--- src/rtl/mem_port_arbiter_if.sv ---
// ---------------------------------------------------------------------------
// mem_port_arbiter_if
//
// Purpose:
//   Bundles the request/response handshakes of the two cache masters and the
//   single off-chip memory port that the arbiter shares between them.
//
// Signals (names are from the arbiter's point of view):
//   m0_enable_i / m1_enable_i : cache request, held until its ack is seen
//   m0_write_i  / m1_write_i  : 1 = line write, 0 = line read
//   m0_addr_i   / m1_addr_i   : line address
//   m0_data_i   / m1_data_i   : write line
//   m0_ack_o    / m1_ack_o    : one-cycle completion pulse
//   m0_data_o   / m1_data_o   : read line, valid while the ack is high
//   mem_enable_o / mem_write_o / mem_addr_o / mem_data_o : memory request
//   mem_ack_i / mem_data_i    : memory completion and read line
//
// Modports:
//   slave  : the arbiter itself
//   master : the surroundings (caches plus memory model)
// ---------------------------------------------------------------------------
interface mem_port_arbiter_if #(
    parameter int ADDR_W = 32,
    parameter int DATA_W = 256
);
    logic              m0_enable_i;
    logic              m0_write_i;
    logic [ADDR_W-1:0] m0_addr_i;
    logic [DATA_W-1:0] m0_data_i;
    logic              m0_ack_o;
    logic [DATA_W-1:0] m0_data_o;

    logic              m1_enable_i;
    logic              m1_write_i;
    logic [ADDR_W-1:0] m1_addr_i;
    logic [DATA_W-1:0] m1_data_i;
    logic              m1_ack_o;
    logic [DATA_W-1:0] m1_data_o;

    logic              mem_enable_o;
    logic              mem_write_o;
    logic [ADDR_W-1:0] mem_addr_o;
    logic [DATA_W-1:0] mem_data_o;
    logic              mem_ack_i;
    logic [DATA_W-1:0] mem_data_i;

    modport slave (
        input  m0_enable_i, m0_write_i, m0_addr_i, m0_data_i,
        output m0_ack_o, m0_data_o,
        input  m1_enable_i, m1_write_i, m1_addr_i, m1_data_i,
        output m1_ack_o, m1_data_o,
        output mem_enable_o, mem_write_o, mem_addr_o, mem_data_o,
        input  mem_ack_i, mem_data_i
    );

    modport master (
        output m0_enable_i, m0_write_i, m0_addr_i, m0_data_i,
        input  m0_ack_o, m0_data_o,
        output m1_enable_i, m1_write_i, m1_addr_i, m1_data_i,
        input  m1_ack_o, m1_data_o,
        input  mem_enable_o, mem_write_o, mem_addr_o, mem_data_o,
        output mem_ack_i, mem_data_i
    );
endinterface

--- src/rtl/mem_port_arbiter.sv ---
// ---------------------------------------------------------------------------
// mem_port_arbiter
//
// Purpose:
//   Shares one whole-line memory port between two cache masters. Requests are
//   served one complete line transaction at a time, contested requests are
//   resolved round-robin, every memory-side output comes straight from a
//   register, and a watchdog gives up on a memory that never answers.
//
// Ports:
//   clk_i     : clock, rising edge
//   rst_i     : asynchronous active-high reset; abandons any transaction
//   bus       : slave side of mem_port_arbiter_if (both masters + memory)
//   grant_o   : one-hot owner (bit 0 = m0, bit 1 = m1), 00 while idle
//   timeout_o : sticky flag, set when the watchdog fires, cleared by reset
//
// Parameters:
//   ADDR_W, DATA_W : must match the widths of the connected interface
//   TIMEOUT        : cycles allowed in BUSY waiting for mem_ack_i; 0 = off
// ---------------------------------------------------------------------------
module mem_port_arbiter #(
    parameter int ADDR_W  = 32,
    parameter int DATA_W  = 256,
    parameter int TIMEOUT = 64
) (
    input  logic                      clk_i,
    input  logic                      rst_i,
    mem_port_arbiter_if.slave         bus,
    output logic [1:0]                grant_o,
    output logic                      timeout_o
);

    typedef enum logic [1:0] {
        IDLE,
        BUSY,
        RESP
    } state_t;

    // The counter must be able to hold TIMEOUT itself because it saturates
    // there; the watchdog fires one step earlier so that exactly TIMEOUT BUSY
    // cycles elapse before the owner is released.
    localparam int               CNT_W       = (TIMEOUT < 2) ? 1 : $clog2(TIMEOUT + 1);
    localparam logic [CNT_W-1:0] CNT_LAST    = CNT_W'(TIMEOUT - 1);
    localparam logic [CNT_W-1:0] CNT_MAX     = CNT_W'(TIMEOUT);
    localparam bit               WATCHDOG_EN = (TIMEOUT != 0);

    state_t              state_q, state_d;
    logic [1:0]          grant_q, grant_d;
    logic                preferM1_q, preferM1_d;
    logic [CNT_W-1:0]    count_q, count_d;
    logic                timeout_q, timeout_d;
    logic                memEnable_q, memEnable_d;
    logic                memWrite_q, memWrite_d;
    logic [ADDR_W-1:0]   memAddr_q, memAddr_d;
    logic [DATA_W-1:0]   memData_q, memData_d;
    logic                m0Ack_q, m0Ack_d;
    logic                m1Ack_q, m1Ack_d;
    logic [DATA_W-1:0]   m0Data_q, m0Data_d;
    logic [DATA_W-1:0]   m1Data_q, m1Data_d;
    logic                pickM1;

    // State and output registers. Reset drops everything at once, including
    // a transaction in flight, so no ack can escape after reset is seen.
    always_ff @(posedge clk_i or posedge rst_i) begin
        if (rst_i) begin
            state_q     <= IDLE;
            grant_q     <= 2'b00;
            preferM1_q  <= 1'b0;
            count_q     <= '0;
            timeout_q   <= 1'b0;
            memEnable_q <= 1'b0;
            memWrite_q  <= 1'b0;
            memAddr_q   <= '0;
            memData_q   <= '0;
            m0Ack_q     <= 1'b0;
            m1Ack_q     <= 1'b0;
            m0Data_q    <= '0;
            m1Data_q    <= '0;
        end else begin
            state_q     <= state_d;
            grant_q     <= grant_d;
            preferM1_q  <= preferM1_d;
            count_q     <= count_d;
            timeout_q   <= timeout_d;
            memEnable_q <= memEnable_d;
            memWrite_q  <= memWrite_d;
            memAddr_q   <= memAddr_d;
            memData_q   <= memData_d;
            m0Ack_q     <= m0Ack_d;
            m1Ack_q     <= m1Ack_d;
            m0Data_q    <= m0Data_d;
            m1Data_q    <= m1Data_d;
        end
    end

    // Next-state logic. Everything holds by default except the acks, which
    // are single-cycle pulses and are only raised on the way into RESP.
    // preferM1_q records who should win the next tie: it points away from
    // whichever master was granted last, and favours m0 out of reset.
    always_comb begin
        state_d     = state_q;
        grant_d     = grant_q;
        preferM1_d  = preferM1_q;
        count_d     = count_q;
        timeout_d   = timeout_q;
        memEnable_d = memEnable_q;
        memWrite_d  = memWrite_q;
        memAddr_d   = memAddr_q;
        memData_d   = memData_q;
        m0Ack_d     = 1'b0;
        m1Ack_d     = 1'b0;
        m0Data_d    = m0Data_q;
        m1Data_d    = m1Data_q;
        pickM1      = 1'b0;

        case (state_q)
            IDLE: begin
                if (bus.m0_enable_i || bus.m1_enable_i) begin
                    pickM1      = bus.m1_enable_i && (!bus.m0_enable_i || preferM1_q);
                    grant_d     = pickM1 ? 2'b10 : 2'b01;
                    preferM1_d  = !pickM1;
                    memEnable_d = 1'b1;
                    memWrite_d  = pickM1 ? bus.m1_write_i : bus.m0_write_i;
                    memAddr_d   = pickM1 ? bus.m1_addr_i  : bus.m0_addr_i;
                    memData_d   = pickM1 ? bus.m1_data_i  : bus.m0_data_i;
                    count_d     = '0;
                    state_d     = BUSY;
                end
            end

            BUSY: begin
                if (bus.mem_ack_i) begin
                    // Writes capture the read bus too; the master ignores it.
                    if (grant_q[0]) begin
                        m0Data_d = bus.mem_data_i;
                    end else begin
                        m1Data_d = bus.mem_data_i;
                    end
                    m0Ack_d     = grant_q[0];
                    m1Ack_d     = grant_q[1];
                    memEnable_d = 1'b0;
                    memWrite_d  = 1'b0;
                    state_d     = RESP;
                end else if (WATCHDOG_EN && (count_q == CNT_LAST)) begin
                    // Release the owner with its old data so it cannot hang;
                    // the write strobe is dropped with the enable since it
                    // means nothing on its own.
                    timeout_d   = 1'b1;
                    m0Ack_d     = grant_q[0];
                    m1Ack_d     = grant_q[1];
                    memEnable_d = 1'b0;
                    memWrite_d  = 1'b0;
                    state_d     = RESP;
                end else if (count_q != CNT_MAX) begin
                    count_d = count_q + 1'b1;
                end
            end

            RESP: begin
                // This cycle is also the mandatory enable-low gap for memory.
                grant_d = 2'b00;
                state_d = IDLE;
            end

            default: begin
                grant_d = 2'b00;
                state_d = IDLE;
            end
        endcase
    end

    assign grant_o          = grant_q;
    assign timeout_o        = timeout_q;
    assign bus.mem_enable_o = memEnable_q;
    assign bus.mem_write_o  = memWrite_q;
    assign bus.mem_addr_o   = memAddr_q;
    assign bus.mem_data_o   = memData_q;
    assign bus.m0_ack_o     = m0Ack_q;
    assign bus.m1_ack_o     = m1Ack_q;
    assign bus.m0_data_o    = m0Data_q;
    assign bus.m1_data_o    = m1Data_q;

endmodule

--- src/flat_wrapper.sv ---
// flat-port wrapper written by rule: the top's interface ports become plain ports
module mem_port_arbiter_flat 
#(
    parameter int ADDR_W  = 32,
    parameter int DATA_W  = 256,
    parameter int TIMEOUT = 64
)
  (clk_i, rst_i, grant_o, timeout_o, bus_m0_enable_i, bus_m0_write_i, bus_m0_addr_i, bus_m0_data_i, bus_m0_ack_o, bus_m0_data_o, bus_m1_enable_i, bus_m1_write_i, bus_m1_addr_i, bus_m1_data_i, bus_m1_ack_o, bus_m1_data_o, bus_mem_enable_o, bus_mem_write_o, bus_mem_addr_o, bus_mem_data_o, bus_mem_ack_i, bus_mem_data_i);
  mem_port_arbiter_if #(.ADDR_W(ADDR_W), .DATA_W(DATA_W)) bus_i ();
  input  logic clk_i;
  input  logic rst_i;
  output logic [1:0] grant_o;
  output logic timeout_o;
  input wire logic [$bits(bus_i.m0_enable_i)-1:0] bus_m0_enable_i;
  input wire logic [$bits(bus_i.m0_write_i)-1:0] bus_m0_write_i;
  input wire logic [$bits(bus_i.m0_addr_i)-1:0] bus_m0_addr_i;
  input wire logic [$bits(bus_i.m0_data_i)-1:0] bus_m0_data_i;
  output wire logic [$bits(bus_i.m0_ack_o)-1:0] bus_m0_ack_o;
  output wire logic [$bits(bus_i.m0_data_o)-1:0] bus_m0_data_o;
  input wire logic [$bits(bus_i.m1_enable_i)-1:0] bus_m1_enable_i;
  input wire logic [$bits(bus_i.m1_write_i)-1:0] bus_m1_write_i;
  input wire logic [$bits(bus_i.m1_addr_i)-1:0] bus_m1_addr_i;
  input wire logic [$bits(bus_i.m1_data_i)-1:0] bus_m1_data_i;
  output wire logic [$bits(bus_i.m1_ack_o)-1:0] bus_m1_ack_o;
  output wire logic [$bits(bus_i.m1_data_o)-1:0] bus_m1_data_o;
  output wire logic [$bits(bus_i.mem_enable_o)-1:0] bus_mem_enable_o;
  output wire logic [$bits(bus_i.mem_write_o)-1:0] bus_mem_write_o;
  output wire logic [$bits(bus_i.mem_addr_o)-1:0] bus_mem_addr_o;
  output wire logic [$bits(bus_i.mem_data_o)-1:0] bus_mem_data_o;
  input wire logic [$bits(bus_i.mem_ack_i)-1:0] bus_mem_ack_i;
  input wire logic [$bits(bus_i.mem_data_i)-1:0] bus_mem_data_i;
  assign bus_i.m0_enable_i = bus_m0_enable_i;
  assign bus_i.m0_write_i = bus_m0_write_i;
  assign bus_i.m0_addr_i = bus_m0_addr_i;
  assign bus_i.m0_data_i = bus_m0_data_i;
  assign bus_m0_ack_o = bus_i.m0_ack_o;
  assign bus_m0_data_o = bus_i.m0_data_o;
  assign bus_i.m1_enable_i = bus_m1_enable_i;
  assign bus_i.m1_write_i = bus_m1_write_i;
  assign bus_i.m1_addr_i = bus_m1_addr_i;
  assign bus_i.m1_data_i = bus_m1_data_i;
  assign bus_m1_ack_o = bus_i.m1_ack_o;
  assign bus_m1_data_o = bus_i.m1_data_o;
  assign bus_mem_enable_o = bus_i.mem_enable_o;
  assign bus_mem_write_o = bus_i.mem_write_o;
  assign bus_mem_addr_o = bus_i.mem_addr_o;
  assign bus_mem_data_o = bus_i.mem_data_o;
  assign bus_i.mem_ack_i = bus_mem_ack_i;
  assign bus_i.mem_data_i = bus_mem_data_i;
  mem_port_arbiter #(.ADDR_W(ADDR_W), .DATA_W(DATA_W), .TIMEOUT(TIMEOUT)) u_core (.clk_i(clk_i), .rst_i(rst_i), .bus(bus_i), .grant_o(grant_o), .timeout_o(timeout_o));
endmodule
--- config.mk ---
export PLATFORM = sky130hd
export DESIGN_NAME = mem_port_arbiter_flat
export DESIGN_NICKNAME = d
export VERILOG_FILES = /design/src/rtl/mem_port_arbiter_if.sv /design/src/rtl/mem_port_arbiter.sv /design/src/flat_wrapper.sv
export SDC_FILE = /design/constraint.sdc
export NUM_CORES = 2
export LEC_CHECK = 0
export BUFFER_PORTS_ARGS = -buffer_cell sky130_fd_sc_hd__buf_4
export CAP_MARGIN = 40
export CORE_AREA = 2 2 635 637
export CTS_CLUSTER_SIZE = 28
export DETAILED_ROUTE_END_ITERATION = 16
export DIE_AREA = 0 0 637 639
export GPL_ROUTABILITY_DRIVEN = 0
export GPL_TIMING_DRIVEN = 0
export PLACE_DENSITY = 0.3
export SYNTH_ARGS = -nofsm -noshare
export SYNTH_HDL_FRONTEND = slang
export SYNTH_SLANG_ARGS = --single-unit
--- constraint.sdc ---
create_clock -name clk_i -period 43.8 [get_ports clk_i]
set_clock_uncertainty 0.1 [all_clocks]
set_input_delay 4.38 -clock clk_i [delete_from_list [all_inputs] [get_ports clk_i]]
set_output_delay 4.38 -clock clk_i [all_outputs]
set_load 0.02 [all_outputs]
==> impl_table.tex <==
\begin{tabular}{lr}
\hline
Metric & Value \\
\hline
\multicolumn{2}{l}{\textbf{Run status}} \\
Result of the run & completed \\
\multicolumn{2}{l}{\textbf{Timing}} \\
Unrepaired setup endpoints after global routing & no \\
Crit path time final & 6.205 ns \\
Setup TNS Final & 0 ns \\
Actual slew at the worst max-slew pin & 0.7514 ns \\
Ratio of final minimum period to clock period & 0.1417 \\
Relative max-transition margin & 0.4991 \\
Max Freq & 161.2 MHz \\
Final Hold Viols & 0 \\
Least setup slack across all paths after layout & 37.59 ns \\
Endpoints failing setup & 0 \\
Max Transition Viols Final & 0 \\
\multicolumn{2}{l}{\textbf{Route}} \\
Detailed Routing Iterations Pass 1 & 5 \\
Average wire per standard cell & 30.97 um \\
Number of design-rule violations left by the first detailed-router iteration & 1,473 \\
Remaining routing DRC violations & 0 \\
Vias after detailed routing & 27,670 \\
Routed vias/inst & 2.970 \\
Detail Route Antenna Nets & 0 \\
Overall routed net length & 288.5 mm \\
\multicolumn{2}{l}{\textbf{Pwr}} \\
Reported leakage power & 26.34 nW \\
Worst vdd rail ir drop & 35.96 uV \\
Power Total & 0.004785 W \\
Power Density & 86.01 mW/mm2 \\
\multicolumn{2}{l}{\textbf{Setup path}} \\
Highest net fanout along the worst path & 10 \\
Required time at the endpoint of the critical path & 44.45 ns \\
Arrival time of the worst setup path & 6.86 ns \\
Setup Crit Path Kind & input pin to register \\
R2R cell count & 9 \\
Worst R2R Setup Slack & 40.70 ns \\
Kind of start point of the critical path & input pin \\
Endpoint of the worst setup timing path & u\_core.bus.mem\_data\_o[130] \\
Category of the worst setup path capture point & register \\
First element of the critical path & bus\_m1\_enable\_i \\
Worst reg2reg endpoint & u\_core.bus.mem\_data\_o[130] \\
Reg-to-reg startpoint & u\_core.state\_q[0] \\
\multicolumn{2}{l}{\textbf{Global routing}} \\
First-pass GRT wire length & 356.7 mm \\
Number of global-route vias before repair & 29,040 \\
GRT Resource Usage Total & 0.1365 \\
Gr ovfl total & 0 \\
Number of antenna violations at the first check in global routing & 117 \\
Largest net degree at the start of global routing & 109 \\
\multicolumn{2}{l}{\textbf{Min path}} \\
Path class of the lowest-slack min-delay path & register to register \\
\multicolumn{2}{l}{\textbf{Clocking}} \\
Clock transition at the register clock pins on the worst setup and hold paths after CTS & 0.06 ns \\
TritonCTS clock tree & built \\
Post-CTS Hold Buffers & 0 \\
TritonCTS Buffers & 116 \\
Post-CTS Setup Repair Bufs & 0 \\
Clock latency on the worst-skew pair & 0.82 ns \\
Maximum count of clock buffers along a single path & 4 \\
CTS sink count & 817 \\
CTS Root Cell & sky130\_fd\_sc\_hd\_\_clkbuf\_16 \\
Level count of the clock H-tree & 3 \\
Number of gates given a new drive strength after cts & 0 \\
\multicolumn{2}{l}{\textbf{Finish}} \\
Share of layout cells above drive strength 1 & 0.5421 \\
Area growth syn-to-layout & 71.91\% \\
Number of nets at the end of the flow & 4,748 \\
Post-Layout Inst Area & 0.05563 mm2 \\
Fill count & 45,210 \\
\multicolumn{2}{l}{\textbf{Synth}} \\
Number of synthesized register bits & 817 \\
Cell types with the highest counts after synthesis & sky130\_fd\_sc\_hd\_\_dfrtp\_1 (817), sky130\_fd\_sc\_hd\_\_mux2\_1 (317), sky130\_fd\_sc\_hd\_\_a21o\_1 (289) \\
Synth Warn \# & 0 \\
Number of flops mapped to enable cells by yosys & 0 \\
Seq/Total Area, Yosys & 0.6318 \\
Mean Syn Cell Area & 15.19 um2 \\
Net count after synthesis & 2,971 \\
Dominant cell type by area after synthesis & sky130\_fd\_sc\_hd\_\_dfrtp\_1 \\
Most used flip-flop cell after synthesis & sky130\_fd\_sc\_hd\_\_dfrtp\_1 \\
Share of flip-flops with an asynchronous set or reset & 1.000 \\
Leading cell types by total area after synthesis & sky130\_fd\_sc\_hd\_\_dfrtp\_1 (63\%), sky130\_fd\_sc\_hd\_\_mux2\_1 (11\%), sky130\_fd\_sc\_hd\_\_a22o\_1 (7.8\%), sky130\_fd\_sc\_hd\_\_mux2\_2 (6.8\%), sky130\_fd\_sc\_hd\_\_a21o\_1 (6.7\%) \\
Distinct cell type count of the synthesized netlist & 40 \\
Top-count cell post-synth & sky130\_fd\_sc\_hd\_\_dfrtp\_1 \\
Count of mapped cells out of synthesis & 2,130 \\
Combined area of all synthesized cells & 0.03236 mm2 \\
Area share of the leading cell type in the synthesized netlist & 0.6318 \\
\multicolumn{2}{l}{\textbf{Floorplanning}} \\
Total core area & 0.4009 mm2 \\
Die width & 637 um \\
Core Rows & 233 \\
Full die area & 0.4070 mm2 \\
Vertical extent of the die & 639 um \\
Initial cell density of the core & 0.08073 \\
\# IOs & 1,646 \\
\multicolumn{2}{l}{\textbf{Place}} \\
Number of input and output port buffers inserted & 1,645 \\
Post-DP HPWL & 252.1 mm \\
Placement-stage worst setup slack & 36.57 ns \\
Total placed instance area & 0.05168 mm2 \\
\multicolumn{2}{l}{\textbf{Run}} \\
Max capacitance violation total & 0 \\
\hline
\end{tabular}
[logic make-up after synthesis]
kind of cell    count (synthesis)  share of synthesized area
flops                         817                     0.6318
compound gates                599                     0.1496
mux                           515                     0.1791
buf+inv                       162                    0.03263
simple gates                   35                   0.006148
fa+ha+maj                       2                  0.0007732
[cells in the final DEF (no fill, tap or decap), drive strengths merged, types with 2 or more instances in the layout]
master,n
and2,3
clkbuf,191
a21oi,4
clkinv,23
o21ai,6
or4,3
nand2,8
nor3,2
nand2b,4
diode,29
nor2,6
inv,10
o311ai,2
dfrtp,817
bufinv,8
ha,2
a22o,288
mux2,512
mux2i,3
o22ai,3
a21o,289
buf,1795
clkinvlp,6
nand3,4
[critical path, stage by stage]
cell and delay (ns):
sky130_fd_sc_hd__buf_4 0.14, sky130_fd_sc_hd__nand2_1 0.09, sky130_fd_sc_hd__and3_1 0.21, sky130_fd_sc_hd__buf_2 0.40
sky130_fd_sc_hd__buf_2 0.45, sky130_fd_sc_hd__buf_16 0.20, sky130_fd_sc_hd__buf_2 0.56, sky130_fd_sc_hd__a22o_1 0.23
sky130_fd_sc_hd__a21o_1 0.09
[power breakdown]
part	switching (W)	leakage [nW]	total, W	internal [W]
clock	0.000402	1.90	0.000983	0.000581
sequential	0.000273	9.89	0.00140	0.00113
combinational	0.00146	14.6	0.00240	0.000939
[metrics by stage]
step | hold slack (ns) | util | cells
2_1_floorplan | 0.3913 | - | 2130
3_3_place_gp | 0.3661 | 0.1280 | 9062
3_5_place_dp | 0.3762 | 0.1289 | 9076
4_1_cts | 0.3893 | 0.1386 | 9288
5_1_grt | 0.3946 | 0.1387 | 9302
6_report | 0.3871 | 0.1388 | 9317
[worst min path at each step]
stage,startpoint,to,cells after the start
global route,u_core.bus.m1_data_o[226],u_core.bus.m1_data_o[226],1
finish,u_core.bus.m1_data_o[74],u_core.bus.m1_data_o[74],1
global placement,u_core.timeout_o,u_core.timeout_o,1
CTS,u_core.bus.m1_data_o[74],u_core.bus.m1_data_o[74],1
detailed placement,u_core.bus.m1_data_o[74],u_core.bus.m1_data_o[74],1
floorplan,u_core.count_q[2],u_core.count_q[2],1
[layer usage]
metal / up-vias / global-route usage / share of wire
met1: 14320 / 0.1318 / 0.33
met5: - / 0 / 0.0010
met4: 46 / 0.04401 / 0.035
li1: 11550 / - / -
met3: 399 / 0.06428 / 0.11
met2: 1359 / 0.2536 / 0.53
[registers in the layout (all words and copies together), names as in the netlist]
| signal | flops |
|---|---|
| u_core.bus.m0_ack_o | 1 |
| u_core.bus.m0_data_o | 256 |
| u_core.bus.m1_ack_o | 1 |
| u_core.bus.m1_data_o | 256 |
| u_core.bus.mem_addr_o | 32 |
| u_core.bus.mem_data_o | 256 |
| u_core.bus.mem_enable_o | 1 |
| u_core.bus.mem_write_o | 1 |
| u_core.count_q | 7 |
| u_core.grant_o | 2 |
| u_core.preferM1_q | 1 |
| u_core.state_q | 2 |
| u_core.timeout_o | 1 |
[final cells by class]
class	instances	area, um2	area share
buffer	154	1028	0.01849
inverter	8	37.54	0.0006747
multi-input combinational	1151	10870	0.1953
clock inverter	39	498.0	0.008951
sequential	817	20440	0.3675
timing repair buffer	1659	12680	0.2280
clock buffer	173	3387	0.06088
antenna	29	72.57	0.001304
tap	5287	6615	0.1189
Note: power is estimated with default switching activity, not from simulation.
